**src/rtl/param_down_counter_if.sv**
```systemverilog
// Control and status bundle for the loadable segmented down-counter.
// The master side drives load/start/stop; the counter drives the status back.
interface param_down_counter_if #(
  parameter int WIDTH = 32
);
  logic             load;
  logic [WIDTH-1:0] load_value;
  logic             start;
  logic             stop;
  logic             auto_reload;
  logic [WIDTH-1:0] q;
  logic             busy;
  logic             tc;

  modport master (
    output load, load_value, start, stop, auto_reload,
    input  q, busy, tc
  );

  modport slave (
    input  load, load_value, start, stop, auto_reload,
    output q, busy, tc
  );
endinterface

```
**src/rtl/param_down_counter.sv**
```systemverilog
// Loadable down-counter/timer built from SEG_W-wide segments with borrow chaining.
// It pulses tc for one cycle at terminal count and can auto-reload for periodic ticks.
module param_down_counter #(
  parameter int WIDTH = 32,
  parameter int SEG_W = 8
) (
  input logic                clk,
  input logic                rst,
  param_down_counter_if.slave bus
);

  localparam int NSEG = WIDTH / SEG_W;

  typedef enum logic [1:0] {
    IDLE = 2'd0,
    RUN  = 2'd1,
    HOLD = 2'd2
  } state_t;

  state_t           state_q;
  logic [WIDTH-1:0] count_q;
  logic [WIDTH-1:0] reload_q;
  logic             busy_q;
  logic             tc_q;

  logic [WIDTH-1:0] count_d;
  logic [NSEG-1:0]  lowerZero;

  // A segment borrows only when every segment below it is zero, so the whole
  // chain resolves in one cycle and q matches a plain binary decrement.
  for (genvar k = 0; k < NSEG; k++) begin : g_seg
    logic [SEG_W-1:0] seg;
    assign seg = count_q[k*SEG_W +: SEG_W];
    if (k == 0) begin : g_first
      assign lowerZero[k] = 1'b1;
    end else begin : g_rest
      assign lowerZero[k] = lowerZero[k-1] & (count_q[(k-1)*SEG_W +: SEG_W] == '0);
    end
    assign count_d[k*SEG_W +: SEG_W] = lowerZero[k] ? (seg - SEG_W'(1)) : seg;
  end

  always_ff @(posedge clk or posedge rst) begin
    if (rst) begin
      state_q  <= IDLE;
      count_q  <= '0;
      reload_q <= '0;
      busy_q   <= 1'b0;
      tc_q     <= 1'b0;
    end else begin
      tc_q <= 1'b0;
      if (bus.load) begin
        count_q  <= bus.load_value;
        reload_q <= bus.load_value;
        state_q  <= IDLE;
        busy_q   <= 1'b0;
      end else begin
        case (state_q)
          IDLE: begin
            if (bus.start && !bus.stop && (count_q != '0)) begin
              state_q <= RUN;
              busy_q  <= 1'b1;
            end
          end
          RUN: begin
            // Stop freezes q on this edge, even when it would have hit terminal count.
            if (bus.stop) begin
              state_q <= HOLD;
            end else if (count_q != WIDTH'(1)) begin
              count_q <= count_d;
            end else begin
              tc_q <= 1'b1;
              if (bus.auto_reload) begin
                count_q <= reload_q;
              end else begin
                count_q <= '0;
                state_q <= IDLE;
                busy_q  <= 1'b0;
              end
            end
          end
          HOLD: begin
            if (bus.start && !bus.stop) begin
              state_q <= RUN;
            end
          end
          default: begin
            state_q <= IDLE;
            busy_q  <= 1'b0;
          end
        endcase
      end
    end
  end

  assign bus.q    = count_q;
  assign bus.busy = busy_q;
  assign bus.tc   = tc_q;

endmodule
```
**src/flat_wrapper.sv**
```systemverilog
// flat-port wrapper written by rule: the top's interface ports become plain ports
module param_down_counter_flat 
#(
  parameter int WIDTH = 32,
  parameter int SEG_W = 8
)
  (clk, rst, bus_load, bus_load_value, bus_start, bus_stop, bus_auto_reload, bus_q, bus_busy, bus_tc);
  param_down_counter_if #(.WIDTH(WIDTH)) bus_i ();
  input logic clk;
  input logic rst;
  input wire logic [$bits(bus_i.load)-1:0] bus_load;
  input wire logic [$bits(bus_i.load_value)-1:0] bus_load_value;
  input wire logic [$bits(bus_i.start)-1:0] bus_start;
  input wire logic [$bits(bus_i.stop)-1:0] bus_stop;
  input wire logic [$bits(bus_i.auto_reload)-1:0] bus_auto_reload;
  output wire logic [$bits(bus_i.q)-1:0] bus_q;
  output wire logic [$bits(bus_i.busy)-1:0] bus_busy;
  output wire logic [$bits(bus_i.tc)-1:0] bus_tc;
  assign bus_i.load = bus_load;
  assign bus_i.load_value = bus_load_value;
  assign bus_i.start = bus_start;
  assign bus_i.stop = bus_stop;
  assign bus_i.auto_reload = bus_auto_reload;
  assign bus_q = bus_i.q;
  assign bus_busy = bus_i.busy;
  assign bus_tc = bus_i.tc;
  param_down_counter #(.WIDTH(WIDTH), .SEG_W(SEG_W)) u_core (.clk(clk), .rst(rst), .bus(bus_i));
endmodule
```
**config.mk**
```make
export PLATFORM = sky130hd
export DESIGN_NAME = param_down_counter_flat
export DESIGN_NICKNAME = d
export VERILOG_FILES = /design/src/rtl/param_down_counter_if.sv /design/src/rtl/param_down_counter.sv /design/src/flat_wrapper.sv
export SDC_FILE = /design/constraint.sdc
export NUM_CORES = 1
export LEC_CHECK = 0
export BUFFER_PORTS_ARGS = -buffer_cell sky130_fd_sc_hd__buf_2
export CELL_PAD_IN_SITES_DETAIL_PLACEMENT = 2
export CELL_PAD_IN_SITES_GLOBAL_PLACEMENT = 2
export CORE_MARGIN = 10
export CORE_UTILIZATION = 37
export DETAILED_ROUTE_END_ITERATION = 8
export GPL_ROUTABILITY_DRIVEN = 0
export GPL_TIMING_DRIVEN = 0
export PLACE_DENSITY = 0.87
export SYNTH_ARGS = -nofsm -noshare
export SYNTH_HDL_FRONTEND = slang
export SYNTH_SLANG_ARGS = --single-unit
```
**constraint.sdc**
```tcl
create_clock -name clk -period 3.9 [get_ports clk]
set_clock_uncertainty 0.2 [all_clocks]
set_input_delay 0.195 -clock clk [delete_from_list [all_inputs] [get_ports clk]]
set_output_delay 0.195 -clock clk [all_outputs]
set_load 0.02 [all_outputs]
```
Word level (Yosys, flattened, before mapping)
Index checks and enable logic that the tools add are counted.
Widths: inputs -> output; s select.
Word-level totals
  word-level logic and storage cells: 69
  flip-flop bits (word level): 68
  input port bits: 38
Cells by class
  multiplexer cells: 25
  bitwise gates (word level): 2
  $add $sub $neg: 4
  reductions and logical operators: 15
  eq/ne operators: 15
Operators with widths (number)
  $mux 32: 5
  $ne 32x1->1 const B: 1
  $reduce_bool 32->1: 1
  $sub 8x1->8 const B: 4
  $logic_not 8->1: 3
  $mux 8: 3
  $ne 3x2->1 const B: 5
  $mux 2: 6
  $mux 1: 9
  $ne 3x3->1 const B: 3
  $reduce_and 3->1: 3
  $ne 4x4->1 const B: 2
  $pmux 2 s3: 1
  $reduce_and 5->1: 1
  $ne 2x2->1 const B: 2
  $reduce_and 4->1: 1
  $pmux 1 s3: 1
  $and 1x1->1: 2
  $eq 2x1->1 const B: 1
  $eq 2x2->1 const B: 1
  $logic_and 1x1->1: 2
  $logic_not 2->1: 1
  $reduce_and 2->1: 1
  $reduce_bool 2->1: 1
  $logic_not 1->1: 1

Depth between registers and ports, before layout
  word-level depth: 8
  depth in mapped cells: 9
  gate-level depth less buffers: 7

Worst setup path after synthesis
Ideal clock, no wire load.
  path kind: register to register
  from: reg u_core.count_q[24] (netlist: u_core.bus.q[24])
  to: reg u_core.count_q[28] (netlist: u_core.bus.q[28])
  path slack: 1.415 ns
  arrival: 2.199 ns
  path buffers: 2
  cell stages (with the launch flop): 10
  period minus slack after synthesis: 2.485 ns
  setup time: 0.087 ns
  cell sequence: dfrtp_1 inv_1 ha_1 nor4b_2 and4_1 buf_4 o211a_1 buf_2 or3b_2 o211ai_1
Between the ends
  longest elaborated chain between the ends: 6
  elaborated cells on any way between the ends: 9
  those cells by class: add/sub: 1; eq/ne: 2; mux: 5; reduce/logical: 1
RTL lines
  start, declared: line param_down_counter.sv:21  | logic [WIDTH-1:0] count_q;
  start signal, assigned: line param_down_counter.sv:52  | count_q <= bus.load_value;
  start signal, assigned: line param_down_counter.sv:69  | count_q <= count_d;
  start signal, assigned: line param_down_counter.sv:73  | count_q <= reload_q;
  $sub 8x1->8: line param_down_counter.sv:39  | assign count_d[k*SEG_W +: SEG_W] = lowerZero[k] ? (seg - SEG_W'(1)) : seg;
  $mux 8: line param_down_counter.sv:39
  $mux 32: line param_down_counter.sv:68  | end else if (count_q != WIDTH'(1)) begin
  $mux 32: line param_down_counter.sv:66  | if (bus.stop) begin
  $mux 32: line param_down_counter.sv:57  | case (state_q)
  $mux 32: line param_down_counter.sv:51  | if (bus.load) begin
Several ways; a longest one is shown, not always the timed one. The select of a mux whose other input is x is not followed.
A chain may end at the register's enable or synchronous reset.

Final worst setup path
  from: reg u_core.count_q[24] (netlist: u_core.bus.q[24])
  to: reg u_core.count_q[20] (netlist: u_core.bus.q[20])
Between the ends
  longest elaborated chain between the ends: 5
  elaborated cells on any way between the ends: 7
  those cells by class: eq/ne: 2; mux: 4; reduce/logical: 1
RTL lines (line)
  $ne 32x1->1 *: param_down_counter.sv:68
  $mux 32: param_down_counter.sv:68
  $mux 32: param_down_counter.sv:66
  $mux 32: param_down_counter.sv:57
  $mux 32: param_down_counter.sv:51
Mark *: on every way between the ends. The rest lies on a longest branch, timed or not. The select of a mux whose other input is x is not followed.

==> out/metrics.yaml <==
status:
  status: "finished clean"
layout:
  fin_cells: 672
  antenna-diode-count: 0
  layout.nets: 577
  areaGrowthSynthToFinish_pct: 27.0
  most-common-layout-cells: "sky130_fd_sc_hd__buf_2 (76), sky130_fd_sc_hd__dfrtp_1 (68), sky130_fd_sc_hd__dlygate4sd3_1 (35)"
  share_of_layout_cells_above_drive_strength_1: 0.241
  final-seq-area_um2: 1700
  nFillCells: 1125
  mostFrequentLayoutCell: "sky130_fd_sc_hd__buf_2"
  postLayoutCoreUtil: 0.485
  multi_input_area_um2: 2040
sta:
  timing_worst_slew_pin_value_ns: 0.948
  rsz0062_at_grt: "no"
  fin_tns_setup_ns: 0
  layout_worst_path_cycle_share: 0.805
  max_slew_violations: 0
  fin_worst_hold_slack_ns: 0.0912
  period_minus_slack_ns: 3.14
  slew_headroom: 0.365
  finalHoldViolCount: 0
  fmaxAchievable_ghz: 0.319
  report.final.setup_viol: 0
clocking:
  clk-insertion-delay-late_ns: 0.37
  cts_max_level: 3
  clk_transition_reported_paths_ns: 0.08
  cts.sink_count: 68
  cts_tree: "yes"
  root_buffer: "sky130_fd_sc_hd__clkbuf_8"
  cts_buffer_depth: 2
  post-cts-setup-buffers: 0
  postCtsResizedCells: 0
  cts_made_buffers: 9
setup_path:
  critical_path.endpoint_type: "flip-flop"
  worst_r2r_path_depth: 8
  critical_path.reg2reg.endpoint: "u_core.bus.q[20]$_DFFE_PP0P_"
  max_stage_delay_ns: 0.47
  startpoint: "u_core.bus.q[24]$_DFFE_PP0P_"
  worst_ep_arrival_time_ns: 3.19
  critical_path_class: "flip-flop to flip-flop"
  worst-r2r-setup-slack_ns: 0.76
  crit_path_cell_trace: "inv_1, ha_1, nor4b_2, nand4_1, clkbuf_1, nor2_2, o21ai_0, a32o_1"
  cp_slowest_cell: "sky130_fd_sc_hd__nor2_2"
  reg_to_reg_critical_path_startpoint: "u_core.bus.q[24]$_DFFE_PP0P_"
  start_kind: "flip-flop"
  worstPathRequired_ns: 3.96
  critical_path.max_fanout: 10
drt:
  vias: 3989
  first_pass_iters: 4
  drtIter0Drc: 283
  postRouteAntennaNets: 0
  route.detailed.drc: 0
  post_drt_via_cell_ratio: 5.94
  wire_per_inst_um: 24.8
  wl_mm: 16.7
place:
  port-buffer-count: 70
  post-dp-hpwl_mm: 11.0
  numPlacedInstances: 622
logic_synthesis:
  synthTopCellsByArea: "sky130_fd_sc_hd__dfrtp_1 (43%), sky130_fd_sc_hd__mux2_2 (6.0%), sky130_fd_sc_hd__o21ai_0 (4.0%), sky130_fd_sc_hd__nand2_1 (2.9%), sky130_fd_sc_hd__inv_1 (2.8%)"
  synth-seq-cells: 68
  ys.warnings.count: 0
  synth-seq-area-share: 0.430
  yosys_most_used_dff: "sky130_fd_sc_hd__dfrtp_1"
  synth_async_sr_flop_share: 1.00
  synth_enable_flop_cells: 0
  synth_largest_type_area_fraction: 0.430
  syn_nets: 460
  synth_area_per_cell_um2: 9.55
  unique_masters_post_synth: 64
  mappedNetlistArea_um2: 3960
  synth_cells: 415
  netlist.top_cell.by_area: "sky130_fd_sc_hd__dfrtp_1"
global_route:
  number_of_antenna_violations_at_the_first_check_in_global_routing: 0
  global_route.overflow_total: 0
  globalRouteTotalUtil: 0.225
  grt_pass1_wl_mm: 26.3
  first_global_vias: 4535
  grt_start_max_net_pins: 55
power:
  powerDensity_nw_per_um2: 442
  combPwrFrac: 0.315
  finalPower_uw: 2220
  cellLeakagePower_uw: 0.00224
  internal_power_uw: 1360
  clock_power_share: 0.250
  irDropWorstVdd_v: 0.000230
  seq_power_share: 0.435
  switching_fraction: 0.389
  netSwitchingPower_uw: 866
floorplan:
  core_um2: 10400
  fp-row-count: 37
  die_height_um: 123
  io-pin-count: 72
  die_footprint_um2: 15200
  chipWidth_um: 123
  floorplan.initialDensity: 0.382
flow_run:
  drv.max_cap_violation_count: 0
min_path:
  hp-class: "primary input to async pin"
-- sequential cells by signal, summed over array words and instances, names as in the netlist --
register,count
u_core.bus.q,32
u_core.state_q,2
u_core.reload_q,32
u_core.bus.busy,1
u_core.bus.tc,1
-- routing by layer --
layer / up-vias / GRT usage / wire (µm)
met3: 27 / 0.0556 / 824
met5: - / 0 / 0
met4: 0 / 0.0735 / 359
met1: 2078 / 0.279 / 7320
met2: 116 / 0.375 / 8150
li1: 1768 / - / -
-- worst max path at each step --
| stage | endpoint | slack (ns) | cells after the start |
|---|---|---|---|
| after global placement | u_core.bus.q[26]$_DFFE_PP0P_ | 0.73 | 2 |
| after detailed placement | u_core.bus.q[20]$_DFFE_PP0P_ | 0.83 | 8 |
| after floorplan | u_core.bus.q[28]$_DFFE_PP0P_ | 1.41 | 9 |
| after CTS | u_core.bus.q[20]$_DFFE_PP0P_ | 0.81 | 8 |
| final | u_core.bus.q[20]$_DFFE_PP0P_ | 0.76 | 8 |
| after global routing | u_core.bus.q[20]$_DFFE_PP0P_ | 0.62 | 8 |
-- stage by stage --
stage | setup WS, ns | area (µm²)
floorplan | 1.41 | 3960
global placement | 0.729 | 4480
detailed placement | 0.833 | 4510
CTS | 0.813 | 5030
global route | 0.621 | 5030
finish | 0.762 | 5030
-- layout make-up --
type                            count  share of cell area
Multi-Input combinational cell    294               0.405
Sequential cell                    68               0.338
Timing Repair Buffer              106               0.145
Tap cell                          136              0.0338
Clock buffer                       14              0.0323
Inverter                           30              0.0229
Buffer                             23              0.0216
Clock inverter                      1             0.00149
-- worst max-delay path, delay by kind of cell (launching register included) --
family	cells	cell delay, ns
compound gates	2	0.52
fa+ha+maj	1	0.29
buf+inv	2	0.48
flops	1	0.44
simple gates	3	1.11
-- power by group through the flow --
stage / logic, µW / clock network (µW) / registers (µW)
final: 700 / 556 / 967
after global routing: 769 / 590 / 985
after CTS: 692 / 558 / 962
after detailed placement: 654 / 0 / 973
after global placement: 618 / 0 / 959
after floorplan: 343 / 0 / 1020
-- cell usage after synthesis, drive strengths merged (3+ instances only) --
library cell	instances
a21oi	13
a221oi	3
nor4	5
a221o	5
a31oi	15
ha	7
a22oi	6
buf	11
o211ai	7
nor4b	5
nand4	8
dfrtp	68
a32o	4
a21boi	3
nand3	4
clkbuf	12
mux2	21
inv	30
xor2	8
and3	5
a211oi	5
o21ai	36
nand2b	4
xnor2	5
nor3b	3
nor2	22
nor3	15
and2	10
o22ai	5
a22o	5
nand2	31
a21o	6
-- kinds of logic (layout without fill, tap and decap cells) --
logic type,count (synthesis),after routing,share of synthesized area
adder cells (fa/ha/maj),7,7,0.0221
multiplexers,21,21,0.0597
flip-flops,68,68,0.430
buffers and inverters,53,174,0.0559
AND/OR/NAND/NOR,125,125,0.180
AO/OA/AOI/OAI,128,128,0.224
XOR/XNOR,13,13,0.0287
-- repair_timing --
item | CTS | global route
setup endpoints to repair | 0 | 0
hold buffers | 35 | 0
hold endpoints to repair | 115 | 0
No activity file was read; power rests on OpenSTA's default activity.
